## config.mk

```make
export PLATFORM = sky130hd
export DESIGN_NAME = spi_tx_serializer_flat
export DESIGN_NICKNAME = d
export VERILOG_FILES = /design/src/rtl/spi_tx_serializer_if.sv /design/src/rtl/spi_tx_serializer.sv /design/src/flat_wrapper.sv
export SDC_FILE = /design/constraint.sdc
export NUM_CORES = 1
export LEC_CHECK = 0
export BUFFER_PORTS_ARGS = -buffer_cell sky130_fd_sc_hd__buf_2
export CORE_ASPECT_RATIO = 1.25
export CORE_UTILIZATION = 55
export DETAILED_ROUTE_END_ITERATION = 12
export HOLD_SLACK_MARGIN = 0.02
export PLACE_DENSITY = 0.75
export SLEW_MARGIN = 20
export SYNTH_ARGS = -nofsm -noshare
export SYNTH_HDL_FRONTEND = slang
export SYNTH_SLANG_ARGS = --single-unit
```

## constraint.sdc

```tcl
create_clock -name clk -period 3.26 [get_ports clk]
set_clock_uncertainty 0.2 [all_clocks]
set_input_delay 0.652 -clock clk [delete_from_list [all_inputs] [get_ports clk]]
set_output_delay 0.652 -clock clk [all_outputs]
set_load 0.01 [all_outputs]
```

## src/rtl/spi_tx_serializer_if.sv

```systemverilog
// Handshake and serial-line bundle for spi_tx_serializer.
// The master side feeds words and the bit strobe, and the slave side is the serializer.
interface spi_tx_serializer_if #(
    parameter int unsigned NUM_BITS = 8
);
    logic [NUM_BITS-1:0] data_in;
    logic                data_valid;
    logic                data_ready;
    logic                lsb_first;
    logic                shift_enable;
    logic                serial_out;
    logic                busy;
    logic                word_done;

    modport master (
        output data_in,
        output data_valid,
        output lsb_first,
        output shift_enable,
        input  data_ready,
        input  serial_out,
        input  busy,
        input  word_done
    );

    modport slave (
        input  data_in,
        input  data_valid,
        input  lsb_first,
        input  shift_enable,
        output data_ready,
        output serial_out,
        output busy,
        output word_done
    );
endinterface

```

## src/rtl/spi_tx_serializer.sv

```systemverilog
// Buffered parallel-to-serial transmitter. Words are queued in a small FIFO and
// shifted out one bit per shift_enable strobe, MSB- or LSB-first per word.
module spi_tx_serializer #(
    parameter int unsigned NUM_BITS   = 8,
    parameter int unsigned DEPTH      = 2,
    parameter logic        IDLE_LEVEL = 1'b1
) (
    input  logic                  clk,
    input  logic                  n_rst,
    spi_tx_serializer_if.slave    bus
);

    localparam int unsigned ENTRY_W = NUM_BITS + 1;
    localparam int unsigned PTR_W   = (DEPTH > 1) ? $clog2(DEPTH) : 1;
    localparam int unsigned CNT_W   = $clog2(DEPTH + 1);
    localparam int unsigned BCNT_W  = $clog2(NUM_BITS);

    localparam logic [PTR_W-1:0]  PTR_LAST = PTR_W'(DEPTH - 1);
    localparam logic [CNT_W-1:0]  CNT_FULL = CNT_W'(DEPTH);
    localparam logic [BCNT_W-1:0] BIT_LAST = BCNT_W'(NUM_BITS - 1);

    localparam logic ST_IDLE  = 1'b0;
    localparam logic ST_SHIFT = 1'b1;

    // ---------------- FIFO ----------------
    logic [ENTRY_W-1:0] mem_q [DEPTH];
    logic [ENTRY_W-1:0] mem_d [DEPTH];
    logic [PTR_W-1:0]   wr_ptr_q, wr_ptr_d;
    logic [PTR_W-1:0]   rd_ptr_q, rd_ptr_d;
    logic [CNT_W-1:0]   count_q, count_d;

    logic               push;
    logic               pop;
    logic               fifo_empty;
    logic [ENTRY_W-1:0] head;

    function automatic logic [PTR_W-1:0] ptr_inc(input logic [PTR_W-1:0] p);
        if (p == PTR_LAST) begin
            return '0;
        end
        return p + PTR_W'(1);
    endfunction

    assign bus.data_ready = (count_q != CNT_FULL);
    assign push           = bus.data_valid && bus.data_ready;
    assign fifo_empty     = (count_q == '0);
    assign head           = mem_q[rd_ptr_q];

    always_comb begin
        mem_d    = mem_q;
        wr_ptr_d = wr_ptr_q;
        rd_ptr_d = rd_ptr_q;
        count_d  = count_q;
        if (push) begin
            mem_d[wr_ptr_q] = {bus.lsb_first, bus.data_in};
            wr_ptr_d        = ptr_inc(wr_ptr_q);
        end
        if (pop) begin
            rd_ptr_d = ptr_inc(rd_ptr_q);
        end
        if (push && !pop) begin
            count_d = count_q + CNT_W'(1);
        end else if (pop && !push) begin
            count_d = count_q - CNT_W'(1);
        end
    end

    always_ff @(posedge clk or negedge n_rst) begin
        if (!n_rst) begin
            mem_q    <= '{default: '0};
            wr_ptr_q <= '0;
            rd_ptr_q <= '0;
            count_q  <= '0;
        end else begin
            mem_q    <= mem_d;
            wr_ptr_q <= wr_ptr_d;
            rd_ptr_q <= rd_ptr_d;
            count_q  <= count_d;
        end
    end

    // ---------------- Shifter FSM ----------------
    logic                state_q, state_d;
    logic [NUM_BITS-1:0] shreg_q, shreg_d;
    logic                mode_q, mode_d;
    logic [BCNT_W-1:0]   bit_cnt_q, bit_cnt_d;
    logic                serial_q, serial_d;
    logic                word_done_q, word_done_d;
    logic                load;

    always_comb begin
        state_d     = state_q;
        shreg_d     = shreg_q;
        mode_d      = mode_q;
        bit_cnt_d   = bit_cnt_q;
        serial_d    = serial_q;
        word_done_d = 1'b0;
        load        = 1'b0;
        pop         = 1'b0;

        case (state_q)
            ST_IDLE: begin
                serial_d = IDLE_LEVEL;
                load     = !fifo_empty;
            end
            ST_SHIFT: begin
                if (bus.shift_enable) begin
                    if (bit_cnt_q != BIT_LAST) begin
                        shreg_d   = mode_q ? (shreg_q >> 1) : (shreg_q << 1);
                        bit_cnt_d = bit_cnt_q + BCNT_W'(1);
                        serial_d  = mode_q ? shreg_q[1] : shreg_q[NUM_BITS-2];
                    end else begin
                        word_done_d = 1'b1;
                        if (!fifo_empty) begin
                            load = 1'b1;
                        end else begin
                            state_d   = ST_IDLE;
                            serial_d  = IDLE_LEVEL;
                            shreg_d   = '0;
                            bit_cnt_d = '0;
                        end
                    end
                end
            end
            default: begin
                state_d  = ST_IDLE;
                serial_d = IDLE_LEVEL;
            end
        endcase

        // Shared by IDLE and the last-bit strobe so streaming loads the next word on the same edge.
        if (load) begin
            pop       = 1'b1;
            state_d   = ST_SHIFT;
            shreg_d   = head[NUM_BITS-1:0];
            mode_d    = head[NUM_BITS];
            bit_cnt_d = '0;
            serial_d  = head[NUM_BITS] ? head[0] : head[NUM_BITS-1];
        end
    end

    always_ff @(posedge clk or negedge n_rst) begin
        if (!n_rst) begin
            state_q     <= ST_IDLE;
            shreg_q     <= '0;
            mode_q      <= 1'b0;
            bit_cnt_q   <= '0;
            serial_q    <= IDLE_LEVEL;
            word_done_q <= 1'b0;
        end else begin
            state_q     <= state_d;
            shreg_q     <= shreg_d;
            mode_q      <= mode_d;
            bit_cnt_q   <= bit_cnt_d;
            serial_q    <= serial_d;
            word_done_q <= word_done_d;
        end
    end

    assign bus.serial_out = serial_q;
    assign bus.busy       = (state_q == ST_SHIFT);
    assign bus.word_done  = word_done_q;

endmodule

```

## src/flat_wrapper.sv

```systemverilog
// flat-port wrapper written by rule: the top's interface ports become plain ports
module spi_tx_serializer_flat 
#(
    parameter int unsigned NUM_BITS   = 8,
    parameter int unsigned DEPTH      = 2,
    parameter logic        IDLE_LEVEL = 1'b1
)
  (clk, n_rst, bus_data_in, bus_data_valid, bus_lsb_first, bus_shift_enable, bus_data_ready, bus_serial_out, bus_busy, bus_word_done);
  spi_tx_serializer_if #(.NUM_BITS(NUM_BITS)) bus_i ();
  input  logic clk;
  input  logic n_rst;
  input wire logic [$bits(bus_i.data_in)-1:0] bus_data_in;
  input wire logic [$bits(bus_i.data_valid)-1:0] bus_data_valid;
  input wire logic [$bits(bus_i.lsb_first)-1:0] bus_lsb_first;
  input wire logic [$bits(bus_i.shift_enable)-1:0] bus_shift_enable;
  output wire logic [$bits(bus_i.data_ready)-1:0] bus_data_ready;
  output wire logic [$bits(bus_i.serial_out)-1:0] bus_serial_out;
  output wire logic [$bits(bus_i.busy)-1:0] bus_busy;
  output wire logic [$bits(bus_i.word_done)-1:0] bus_word_done;
  assign bus_i.data_in = bus_data_in;
  assign bus_i.data_valid = bus_data_valid;
  assign bus_i.lsb_first = bus_lsb_first;
  assign bus_i.shift_enable = bus_shift_enable;
  assign bus_data_ready = bus_i.data_ready;
  assign bus_serial_out = bus_i.serial_out;
  assign bus_busy = bus_i.busy;
  assign bus_word_done = bus_i.word_done;
  spi_tx_serializer #(.NUM_BITS(NUM_BITS), .DEPTH(DEPTH), .IDLE_LEVEL(IDLE_LEVEL)) u_core (.clk(clk), .n_rst(n_rst), .bus(bus_i));
endmodule
```

==> out/metrics.csv <==
stage;metric;value;unit
timing;unrepaired setup endpoints after global routing;false;
clocking;Setup Fix Bufs, Post-CTS;0;
detailed_routing;DRC Markers;0;
timing;min Tclk post-route;2130;ps
worst_setup_path;critical path class;register to register;
detailed_routing;final wirelength;3250;um
worst_setup_path;worst endpoint required time;3240;ps
power;Peak VDD IR;0.512;mV
clocking;CTS tree;built;
global_route;first-pass GRT wire length;5500;um
finish;fin nets;178;
worst_setup_path;CP most frequent cell;ha_1;
synthesis;Synth Instances;149;
synthesis;Synth Register Bits;37;
detailed_routing;Iteration-0 DRC Markers;38;
detailed_routing;first-pass iteration count of the detailed router;4;
synthesis;post-synthesis sequential area ratio;50.9;%
synthesis;EDFF count, synth;0;
clocking;clk_lat worst skew;290;ps
clocking;clock sinks;37;
worst_setup_path;startpoint types;register;
timing;Worst-Margin Slew;799;ps
run_status;outcome;finished, final reports clean;
synthesis;synthesized net count;165;
worst_setup_path;critical path launch point;u_core.bit_cnt_q[0]$_DFFE_PN0P_;
finish;design area;1970;sq um
finish;Fillers;264;
floorplan;die width;53.5;um
placement;placed insts;192;
floorplan;starting density of the core;57.0;%
placement;Buffers on Ports;16;
placement;routability cong.;0.826;
clocking;post-CTS sizing;0;
clocking;hold buffers post-CTS;0;
timing;setup total negative slack;0;ps
detailed_routing;drt wl/cell;16.3;um
global_route;GRT Residual Overflow;0;
global_route;Total GRT Usage;22.1;%
detailed_routing;Via Count;1183;
worst_setup_path;critical path's largest stage delay;400;ps
worst_hold_path;Hold Crit Class;input pin to async pin;
detailed_routing;vias per cell;5.92;
synthesis;FFs w/ async S/R, synth;100;%
clocking;CTS buffer count;5;
synthesis;Most used DFF post-synth;dfrtp_1;
synthesis;Mapped Area;1820;sq um
timing;relative slew slack;46.7;%
finish;layout cells sized above 1;36.8;%
power;Leak;0.833;nW
worst_setup_path;CP endpoint kind;register;
worst_setup_path;worst-path fanout max;13;
clocking;Clock Tree Buf Depth;2;
timing;setup violators final;0;
worst_setup_path;crit path cell chain;ha_1 > ha_1 > a21bo_2 > nand2_1 > ha_1 > xor2_1 > nor2_1 > xor2_1;
floorplan;Die Area;3550;sq um
timing;Final Cycle Share;65.4;%
placement;DP Area;1890;sq um
synthesis;Cell variety after synth;30;
global_route;vias in the first global route;1183;
power;PD cells;954;nW/um^2
timing;max-slew violations;0;
floorplan;Core Area;3190;sq um
worst_setup_path;Slowest cell on crit path;dfrtp_1;
clocking;Root Driver;clkbuf_8;
clocking;# H-tree levels;2;
finish;P&R area growth vs syn;8.24;%
finish;area occupied by multi-input gates;828;sq um
timing;Max Clock Freq;469;MHz
floorplan;row cnt;23;
global_route;largest net degree at the start of global routing;38;
floorplan;Die Y;66.3;um
timing;final-report hold violation count;0;
synthesis;Ys Warns;0;
worst_setup_path;Worst R2R Start;u_core.bit_cnt_q[0]$_DFFE_PN0P_;
worst_setup_path;arrival time worst endpoint;2110;ps
clocking;Clk pin slew, worst setup/hold paths;70;ps
global_route;initial antenna violation count;0;
job;Max Cap Violations;0;
finish;n_diodes;0;
detailed_routing;ANT nets after route;0;
synthesis;mean post-synth cell area;12.2;sq um
placement;post-DP HPWL;2290;um
floorplan;io pins;17;
finish;register cell area after layout;927;sq um
finish;Non-Filler Instances;200;
-- cell families after synthesis --
| family | after synthesis | synth area share (%) |
|---|---|---|
| adders and majority gates | 3 | 2.06 |
| muxes | 34 | 20.9 |
| AOI/OAI and AO/OA | 33 | 12.4 |
| buffers and inverters | 11 | 3.64 |
| DFF | 37 | 50.9 |
| and+or+nand+nor | 26 | 7.76 |
| xor gates and xnor gates | 5 | 2.40 |
-- routing by layer --
| layer | up-vias | share of wire, % | track usage, % |
|---|---|---|---|
| li1 | 580 | - | - |
| met1 | 570 | 44 | 27.8 |
| met2 | 27 | 50 | 35.2 |
| met3 | 6 | 4.3 | 6.21 |
| met4 | 0 | 1.8 | 8.88 |
| met5 | - | 0 | 0 |
-- cells in the final DEF (no fill, tap or decap), types with 5 or more instances in the layout --
cell / synthesis / routed
a31oi_1: 9 / 9
o211ai_1: 8 / 8
clkbuf_8: 0 / 5
dfrtp_1: 36 / 36
nand3_1: 9 / 9
buf_2: 2 / 16
a21oi_1: 9 / 9
mux2_2: 32 / 32
-- cell type report --
cell class | instances | share of cell area (%)
sequential | 37 | 47.0
multi-input combinational | 101 | 42.0
timing repair buffer | 16 | 4.06
clock buffer | 5 | 3.49
tap | 37 | 2.35
clock inverter | 3 | 0.888
inverter | 1 | 0.190
-- worst paths after layout --
check | depth (start not counted) | to | slack [ps]
min | 1 | u_core.bit_cnt_q[2]$_DFFE_PN0P_ | 240
max in group asynchronous | 1 | u_core.shreg_q[5]$_DFFE_PN0P_ | 2120
max reg2reg | 8 | u_core.count_q[1]$_DFFE_PN0P_ | 1130
max | 8 | u_core.count_q[1]$_DFFE_PN0P_ | 1130
min in group clk | 1 | u_core.wr_ptr_q$_DFFE_PN0N_ | 290
min reg2reg | 1 | u_core.wr_ptr_q$_DFFE_PN0N_ | 290
-- flip-flops by register name (all words and copies together) (netlist names) --
signal and count:
u_core.bit_cnt_q 3, u_core.rd_ptr_q 1, u_core.bus.serial_out 1, u_core.count_q 2
u_core.wr_ptr_q 1, u_core.bus.word_done 1, u_core.shreg_q 8, u_core.mode_q 1
u_core.bus.busy 1, u_core.mem_q 18
-- worst max-delay path: cells and delay by family, from the launching register on --
| family | cells | cell delay (ps) |
|---|---|---|
| AOI/OAI and AO/OA | 1 | 310 |
| and+or+nand+nor | 2 | 190 |
| DFF | 1 | 400 |
| xor gates and xnor gates | 2 | 280 |
| adders and majority gates | 3 | 610 |
-- Yosys cell counts, types with 2 or more instances --
library cell	number	share of area (%)
a21oi_1	9	2.5
a22o_1	3	1.4
a31oi_1	9	3.1
and2_1	2	0.69
buf_2	2	0.55
buf_6	3	1.9
clkbuf_1	5	1.0
dfrtp_1	36	49
ha_1	3	2.1
mux2_2	32	20
mux2i_1	2	1.1
nand2_1	3	0.62
nand2b_1	3	1.0
nand3_1	9	2.5
nor2_1	3	0.62
o211ai_1	8	3.3
xnor2_1	2	0.96
xor2_1	3	1.4
-- through the flow --
stage | setup slack, ps | utilization [%] | total power, W | hold WS [ps]
2_1_floorplan | 1340 | - | 0.00143 | 156
3_3_place_gp | 1210 | 59.0 | 0.00153 | 271
3_5_place_dp | 1130 | 59.0 | 0.00158 | 278
4_1_cts | 1120 | 61.7 | 0.00190 | 266
5_1_grt | 994 | 61.7 | 0.00201 | 319
6_report | 1130 | 61.7 | 0.00188 | 240
-- power breakdown --
group	leakage (nW)	switching, W	total, W	internal (W)
Clock	0.0439	0.000167	0.000315	0.000147
Combinational	0.360	0.000306	0.000716	0.000411
Sequential	0.429	0.000170	0.000851	0.000681
Note: power is estimated with default switching activity, not from simulation.
